$ cat src/rtl/stack_alu_sequencer.sv
// stack_alu_sequencer: on-chip program memory plus issue/capture sequencer for the
// stack ALU. A loaded program of up to DEPTH instructions is issued one per clock.
// Popped results come back with their overflow flag. done pulses once the pipe has drained.
module stack_alu_sequencer #(
   parameter int N     = 16,
   parameter int DEPTH = 32,
   parameter int AW    = 5
) (
   input  logic          clk,
   input  logic          rst_n,
   input  logic          prog_we,
   input  logic [AW-1:0] prog_addr,
   input  logic [2:0]    prog_opcode,
   input  logic [N-1:0]  prog_operand,
   input  logic [AW:0]   prog_len,
   input  logic          start,
   output logic [2:0]    alu_opcode,
   output logic [N-1:0]  alu_in,
   input  logic [N-1:0]  alu_out,
   input  logic          alu_overflow,
   output logic          busy,
   output logic          done,
   output logic [AW-1:0] pc,
   output logic          res_valid,
   output logic [N-1:0]  res_data,
   output logic          res_ovf,
   output logic          ovf_sticky
);

   // Opcodes the sequencer itself must recognise (push and 0xx no-op need no special handling).
   localparam logic [2:0]  OP_NOP    = 3'b000;
   localparam logic [2:0]  OP_ADD    = 3'b100;
   localparam logic [2:0]  OP_MUL    = 3'b101;
   localparam logic [2:0]  OP_POP    = 3'b111;
   localparam logic [AW:0] DEPTH_LEN = (AW+1)'(DEPTH);

   typedef enum logic [1:0] {
      S_IDLE,
      S_ISSUE,
      S_DRAIN1,
      S_DRAIN2
   } state_t;

   state_t        r_state;
   state_t        w_next_state;

   logic [2:0]    r_mem_op [DEPTH];
   logic [N-1:0]  r_mem_in [DEPTH];

   logic [AW-1:0] r_pc;
   logic [AW:0]   r_len;
   logic          r_done;
   logic [2:0]    r_tag;
   logic          r_res_valid;
   logic [N-1:0]  r_res_data;
   logic          r_res_ovf;
   logic          r_ovf_sticky;

   logic [AW:0]   w_len_eff;
   logic          w_idle;
   logic          w_start_run;
   logic          w_start_empty;
   logic          w_last;
   logic [2:0]    w_alu_opcode;
   logic [N-1:0]  w_alu_in;

   // Program length is clamped to the memory size; a zero length only produces done.
   assign w_len_eff     = (prog_len > DEPTH_LEN) ? DEPTH_LEN : prog_len;
   assign w_idle        = (r_state == S_IDLE);
   assign w_start_run   = w_idle && start && (w_len_eff != '0);
   assign w_start_empty = w_idle && start && (w_len_eff == '0);
   assign w_last        = ({1'b0, r_pc} == (r_len - (AW+1)'(1)));

   // State register.
   // NOTE: clocked state uses non-blocking (<=) so every flop samples pre-edge values.
   always_ff @(posedge clk or negedge rst_n) begin
      if (!rst_n) r_state <= S_IDLE;
      else        r_state <= w_next_state;
   end

   // Next-state and ALU drive: memory contents are driven only while issuing.
   // NOTE: every output of this block gets a default first, so no path can infer a latch.
   always_comb begin
      w_next_state = r_state;
      w_alu_opcode = OP_NOP;
      w_alu_in     = '0;
      case (r_state)
         S_IDLE: begin
            if (w_start_run) w_next_state = S_ISSUE;
         end
         S_ISSUE: begin
            w_alu_opcode = r_mem_op[r_pc];
            w_alu_in     = r_mem_in[r_pc];
            if (w_last) w_next_state = S_DRAIN1;
         end
         S_DRAIN1: w_next_state = S_DRAIN2;
         S_DRAIN2: w_next_state = S_IDLE;
         default:  w_next_state = S_IDLE;
      endcase
   end

   // Program memory writes, accepted only while idle.
   // NOTE: the memory has no reset on purpose; a program survives rst_n and only the write port changes it.
   always_ff @(posedge clk) begin
      if (prog_we && w_idle) begin
         r_mem_op[prog_addr] <= prog_opcode;
         r_mem_in[prog_addr] <= prog_operand;
      end
   end

   // Run control: length latch, program counter and the one-cycle done pulse.
   always_ff @(posedge clk or negedge rst_n) begin
      if (!rst_n) begin
         r_pc   <= '0;
         r_len  <= '0;
         r_done <= 1'b0;
      end else begin
         r_done <= (r_state == S_DRAIN2) || w_start_empty;
         if (w_start_run) begin
            r_pc  <= '0;
            r_len <= w_len_eff;
         end else if (r_state == S_ISSUE) begin
            r_pc  <= r_pc + AW'(1);
         end
      end
   end

   // Capture pipe: stage 1 remembers the opcode the ALU just sampled; stage 2 registers its result.
   always_ff @(posedge clk or negedge rst_n) begin
      if (!rst_n) begin
         r_tag        <= OP_NOP;
         r_res_valid  <= 1'b0;
         r_res_data   <= '0;
         r_res_ovf    <= 1'b0;
         r_ovf_sticky <= 1'b0;
      end else begin
         r_tag       <= w_alu_opcode;
         r_res_valid <= (r_tag == OP_POP);
         if (r_tag == OP_POP) begin
            r_res_data <= alu_out;
            r_res_ovf  <= alu_overflow;
         end
         if (w_start_run)
            r_ovf_sticky <= 1'b0;
         else if ((r_tag == OP_ADD) || (r_tag == OP_MUL))
            r_ovf_sticky <= r_ovf_sticky | alu_overflow;
      end
   end

   assign alu_opcode = w_alu_opcode;
   assign alu_in     = w_alu_in;
   assign busy       = !w_idle;
   assign done       = r_done;
   assign pc         = r_pc;
   assign res_valid  = r_res_valid;
   assign res_data   = r_res_data;
   assign res_ovf    = r_res_ovf;
   assign ovf_sticky = r_ovf_sticky;

endmodule

$ cat config.mk
export PLATFORM = sky130hd
export DESIGN_NAME = stack_alu_sequencer
export DESIGN_NICKNAME = d
export VERILOG_FILES = /design/src/rtl/stack_alu_sequencer.sv
export SDC_FILE = /design/constraint.sdc
export NUM_CORES = 1
export LEC_CHECK = 0
export ABC_CLOCK_PERIOD_IN_PS = 3130
export CAP_MARGIN = 10
export CORE_MARGIN = 2
export CORE_UTILIZATION = 49
export DETAILED_ROUTE_END_ITERATION = 10
export PLACE_DENSITY = 0.66
export SLEW_MARGIN = 20
export SYNTH_ARGS = -nofsm -noshare
export SYNTH_HDL_FRONTEND = slang
export SYNTH_SLANG_ARGS = --single-unit
$ cat constraint.sdc
create_clock -name clk -period 3.13 [get_ports clk]
set_clock_uncertainty 0.05 [all_clocks]
set_input_delay 0.626 -clock clk [delete_from_list [all_inputs] [get_ports clk]]
set_output_delay 0.626 -clock clk [all_outputs]
set_load 0.03 [all_outputs]
==> flow_metrics.tcl, run 1 <==
set metrics [dict create \
    io_pins 96 \
    synth_area_per_cell_sq_um 20.2 \
    wl_mm 59.6 \
    synthFlopType "edfxtp_1" \
    required_ns 2.45 \
    r2r-end "r_state[1]$_DFFE_PN0P_" \
    grt_pass1_vias 13400 \
    yosys.area.top_type_share 0.733 \
    min_path_type "in -> async" \
    drive_above_1_share 0.345 \
    portBuffers 95 \
    htree_num_levels 3 \
    crit_top_cell "buf_12" \
    violations "negative setup slack" \
    syn_area_sq_mm 0.0249 \
    insertion_delay_ns 0.60 \
    slew_headroom 0.401 \
    fillers 3377 \
    dieArea_sq_mm 0.0526 \
    synth.largest_area_cell "edfxtp_1" \
    yosysSeqAreaShare 0.769 \
    fin_ws_ns -0.326 \
    async_reset_ff_frac 0.0559 \
    fmax_mhz 289 \
    synth_top_family_by_area "multiplexers" \
    drt_iter0_drc 1398 \
    synth_nets 1291 \
    cp-start-kind "register" \
    overflow 0 \
    core_sq_mm 0.0502 \
    cp_num_buf_inv 4 \
    worstPathMaxFanout 6 \
    synthXorXnorAreaFrac 0.00352 \
    maxSlewViolCount 0 \
    routed_via_density 5.93 \
    clk_pin_slew_ns 0.06 \
    worstMarginPinSlew_ns 0.896 \
    min_period_over_period 1.10 \
    antenna_found_initial 1 \
    cts-root-buf "clkbuf_16" \
    rows 82 \
    p_leak_nw 10.3 \
    synth_cell_type_count 46 \
    grt_pass1_wl_mm 88.3 \
    clk_path_buf_depth 3 \
    critPathArrivalTime_ns 2.78 \
    muxShareOfSynthArea 0.149 \
    rr_startpoint "pc[2]$_DFFE_PN0P_" \
    area_growth_pct 26.4 \
    cts_tree "yes" \
    critPathTopFamily "buffers and inverters" \
    hold-worst-slack_ns 0.102 \
    dr.pass1.iters 5 \
    grt_use_total 0.229 \
    rrSetupSlack_ns 0.34 \
    critPathKind "reg -> out" \
    rr_worst_depth 7 \
    end_kind "output pin" \
    synth_cells 1233 \
    cp_cell_sequence "buf_8, buf_12, mux4_2, a22o_1, a221oi_2, buf_4, a221oi_4, buf_12" \
    synth_adder_area_share 0.00352 \
    synthTopCellsByArea "edfxtp_1 73%, mux4_2 9.9%, mux2i_1 4.2%" \
    cts_buffers 68 \
    synth-simple-area-share 0.0285 \
    finalCriticalPeriod_ns 3.46 \
    routabilityCongestion 0.813 \
    synth_compound_area_frac 0.0328 \
    setup_violations 19 \
    critPathSlowestCell "dfrtp_4" \
    ir_worst_vdd_mv 0.545 \
    hold_viol 0 \
    status "finished, violations left" \
    die_y_um 229 \
    synth_edf_count 608 \
    hpwl_mm 34.5 \
    initial_utilization 0.496 \
    die_x_um 229 \
    final_cell_area_sq_mm 0.0315 \
    final_cell_mix "608 x edfxtp_1, 118 x buf_4, 109 x mux4_2, 92 x mux2i_1, 75 x clkdlybuf4s50_1" \
    num_antenna_cells 0 \
    cts_hold_buf 0 \
    final_core_util 0.627 \
    wl_per_cell_um 26.6 \
    slowest_delay_ns 0.55 \
    remaining_drc_errors 0 \
    pre_cts_slack_ns 0.00324 \
    grt_max_degree 37 \
    synth-seq-cells 644 \
    powerDensity_mw_per_mm2 806 \
    rsz0062_at_grt "yes" \
    nNetsFinal 1570 \
    final_common_cell "edfxtp_1" \
    place_area_sq_mm 0.0282 \
    num_vias 13300 \
    fin_total_pwr_mw 25.4 \
    clock_sinks 644 \
    yosysWarnings 0 \
    maxCapViolCount 0 \
    ant_nets 0 \
]
final cells by class:
| class | count | area (sq um) | share of cell area |
|---|---|---|---|
| timing repair buffer | 272 | 3190 | 0.101 |
| multi-input combinational | 516 | 6120 | 0.194 |
| clock buffer | 97 | 1940 | 0.0615 |
| sequential | 644 | 19200 | 0.609 |
| tap | 672 | 841 | 0.0267 |
| clock inverter | 27 | 171 | 0.00545 |
| inverter | 10 | 41.3 | 0.00131 |
synth_stat cells, types with 5 or more instances:
master	number
a311oi_1	7
inv_1	9
a22o_1	11
a211oi_1	11
o22ai_1	20
o21ai_0	19
xor2_1	7
nand3b_1	10
and3_1	8
mux4_2	109
nor4_1	10
nand2_1	26
mux2i_1	104
buf_4	6
buf_2	22
o221ai_1	7
nand3_1	5
a22oi_1	11
clkbuf_1	32
edfxtp_1	608
a221oi_1	8
nor3_1	8
mux2_2	18
a21oi_1	17
nor2_1	67
ha_1	7
dfrtp_1	36
how the worst max path moves through the flow:
| stage | startpoint | end | slack [ns] | cells after the start |
|---|---|---|---|---|
| floorplan | pc[0]$_DFFE_PN0P_ | alu_opcode[0] | 0.06 | 8 |
| finish | pc[0]$_DFFE_PN0P_ | alu_opcode[0] | -0.33 | 8 |
| global route | pc[0]$_DFFE_PN0P_ | alu_in[12] | -0.41 | 11 |
| CTS | pc[0]$_DFFE_PN0P_ | alu_in[4] | -0.37 | 10 |
| detailed placement | pc[1]$_DFFE_PN0P_ | alu_in[5] | 0.003 | 9 |
| global placement | pc[1]$_DFFE_PN0P_ | alu_in[5] | -0.01 | 9 |
worst reg2reg max path, delay by kind of cell, from the launching register on:
family          cells  cell delay (ns)
compound gates      2             0.48
buf+inv             2             0.48
flops               1             0.49
mux                 1             0.32
simple gates        2             0.86
kinds of logic after synthesis:
group,after synthesis
simple gates,148
compound gates,118
flops,644
buf+inv,74
fa+ha+maj,7
mux,232
xor+xnor,10
through the flow:
stage,TNS (ns),std cells
5_1_grt,-6.64,2238
4_1_cts,-5.84,2214
2_1_floorplan,0,1233
3_5_place_dp,0,2072
3_3_place_gp,-0.0121,2072
6_report,-5.09,2238
power by group:
part	internal [mW]	leakage [nW]	switching, mW
clock network	4.47	1.02	3.14
logic	4.08	3.42	3.81
registers	9.67	5.90	0.180
sequential cells by signal, summed over array words and instances (netlist names):
signal	flops
res_ovf	1
res_valid	1
pc	5
res_data	16
ovf_sticky	1
done	1
r_state	2
r_mem_op	96
r_tag	3
r_mem_in	512
r_len	6
layer usage:
layer / track usage / vias to the layer above / share of wire
li1: - / 5640 / -
met1: 0.331 / 7005 / 0.43
met2: 0.367 / 541 / 0.49
met3: 0.0383 / 92 / 0.062
met4: 0.0584 / 0 / 0.022
met5: 0 / - / 0
repair_timing:
item	in CTS	in global routing
resized for setup	77	60
endpoints found under the setup margin	19	19
setup buffers	12	27
pin swaps	16	21
cloned	6	2
Power figures use the tool's default switching activity.
==> run 2: changes to the inputs <==
--- a/config.mk
+++ b/config.mk
@@ -7,10 +7,10 @@
 export LEC_CHECK = 0
 export ABC_CLOCK_PERIOD_IN_PS = 3130
 export CAP_MARGIN = 10
-export CORE_MARGIN = 2
 export CORE_UTILIZATION = 49
 export DETAILED_ROUTE_END_ITERATION = 10
 export PLACE_DENSITY = 0.66
+export SETUP_SLACK_MARGIN = 0.02
 export SLEW_MARGIN = 20
 export SYNTH_ARGS = -nofsm -noshare
 export SYNTH_HDL_FRONTEND = slang
==> flow_metrics.tcl, run 2 (synthesis results as in run 1) <==
set metrics [dict create \
    status "finished, violations left" \
    violations "negative setup slack" \
    cts-root-buf "clkbuf_16" \
    die_y_um 227 \
    wl_met1_mm 24.5 \
    sw_frac_of_total 0.281 \
    drt_iter0_drc 1363 \
    required_ns 2.45 \
    insertion_delay_ns 0.59 \
    min_path_type "in -> async" \
    critPathArrivalTime_ns 2.83 \
    routed_via_density 5.98 \
    die_x_um 227 \
    clk_path_buf_depth 3 \
    rrSetupSlack_ns 0.24 \
    maxSlewViolCount 0 \
    p_leak_nw 10.2 \
    setup_violations 19 \
    slew_headroom 0.333 \
    core_sq_mm 0.0502 \
    dr.pass1.iters 5 \
    finalCriticalPeriod_ns 3.51 \
    p_switching_mw 7.19 \
    clk_pin_slew_ns 0.06 \
    num_vias 13100 \
    hold_viol 0 \
    antenna_found_initial 1 \
    fin_ws_ns -0.379 \
    cts_buffers 67 \
    initial_utilization 0.496 \
    power.share.clock 0.309 \
    grt_pass1_wl_mm 85.7 \
    maxCapViolCount 0 \
    grt_use_total 0.234 \
    cts_hold_buf 0 \
    wl_mm 59.6 \
    portBuffers 95 \
    cts_tree "yes" \
    nNetsFinal 1528 \
    ant_nets 0 \
    critPathKind "reg -> out" \
    routabilityCongestion 0.883 \
    area_growth_pct 25.3 \
    min_period_over_period 1.12 \
    ir_worst_vdd_mv 0.615 \
    wl_per_cell_um 27.2 \
    dieArea_sq_mm 0.0517 \
    fin_total_pwr_mw 25.6 \
    overflow 0 \
    fmax_mhz 285 \
    comb_power_share 0.307 \
    dr_wl_met2_mm 29.5 \
    final_cell_mix "608 x edfxtp_1, 109 x mux4_2, 93 x mux2i_1, 78 x buf_4" \
    wl_met3_mm 4.11 \
    clock_sinks 644 \
    max_flop_register "r_mem_in" \
    powerDensity_mw_per_mm2 820 \
    hpwl_mm 33.4 \
    remaining_drc_errors 0 \
    io_pins 96 \
    pre_cts_slack_ns 0.0634 \
    internal-power_mw 18.4 \
    grt_pass1_vias 13400 \
    htree_num_levels 3 \
    seqPwrFrac 0.384 \
    grt_max_degree 42 \
    topRoutingLayerUsed "met4" \
    worstMarginPinSlew_ns 0.997 \
    end_kind "output pin" \
    worstPathMaxFanout 8 \
    rows 82 \
    rsz0062_at_grt "yes" \
    cp-start-kind "register" \
    final_common_cell "edfxtp_1" \
    drive_above_1_share 0.327 \
    largest_reg_flops 512 \
]
[run 2: changes by cell type in the layout (fill, tap and decap cells not counted), moves of 5 or more]
cell	change
a211oi_2	-5
a211oi_4	+5
a21oi_1	+8
a21oi_2	-8
buf_12	-6
buf_4	-40
bufinv_16	+6
clkbuf_1	-6
[run 2: worst paths after layout]
check	start	end	depth (start not counted)
min in group clk	res_data[6]$_DFFE_PN0P_	res_data[6]$_DFFE_PN0P_	1
min	rst_n	res_data[11]$_DFFE_PN0P_	1
max in group asynchronous	rst_n	pc[0]$_DFFE_PN0P_	1
max reg2reg	pc[2]$_DFFE_PN0P_	r_state[1]$_DFFE_PN0P_	7
min reg2reg	res_data[6]$_DFFE_PN0P_	res_data[6]$_DFFE_PN0P_	1
max	pc[0]$_DFFE_PN0P_	alu_in[11]	9
[run 2: metrics by stage]
stage	utilization	hold slack, ns	std cells	area [sq um]	TNS (ns)
floorplan	-	0.280	1233	25000	0
global placement	0.558	0.432	2046	28000	0
detailed placement	0.558	0.444	2046	28000	0
CTS	0.609	0.118	2169	30500	-6.07
global route	0.622	0.163	2188	31200	-6.47
finish	0.622	0.126	2189	31200	-4.99
[run 2: metal layers]
layer,GRT usage,up-vias
li1,-,5547
met1,0.315,6897
met2,0.383,542
met3,0.0481,94
met4,0.0771,0
met5,0,-
[run 2: worst max-delay path: stages (launching register included)]
cell and delay (ns):
dfrtp_4 0.49, buf_12 0.16, buf_8 0.14, or3b_4 0.52
o22ai_2 0.17, nor3_1 0.08, buf_4 0.15, o21ai_1 0.16
and3_4 0.25, buf_12 0.12
[run 2: area by class of cell]
cell class	instances	area, sq um
clock buffers	87	1840
well taps	672	841
clock inverters	28	334
multi-input cells	516	6140
diodes	1	2.50
repair buffers	231	2850
flip-flops and latches	644	19200
inverters	10	37.5
fillers	3484	19000
[run 2: repair_timing]
action	CTS	global route
pin swaps	3	20
buffers inserted	6	15
endpoints found under the setup margin	19	19
cloned	2	5
gates resized for setup	51	78
[run 2: power by group through the flow]
stage	Sequential (mW)	Combinational (mW)	Clock [mW]
finish	9.82	7.86	7.92
global route	9.84	8.24	8.36
CTS	9.85	7.07	8.04
detailed placement	10.0	6.56	0
global placement	10.0	6.49	0
floorplan	10.2	3.76	0
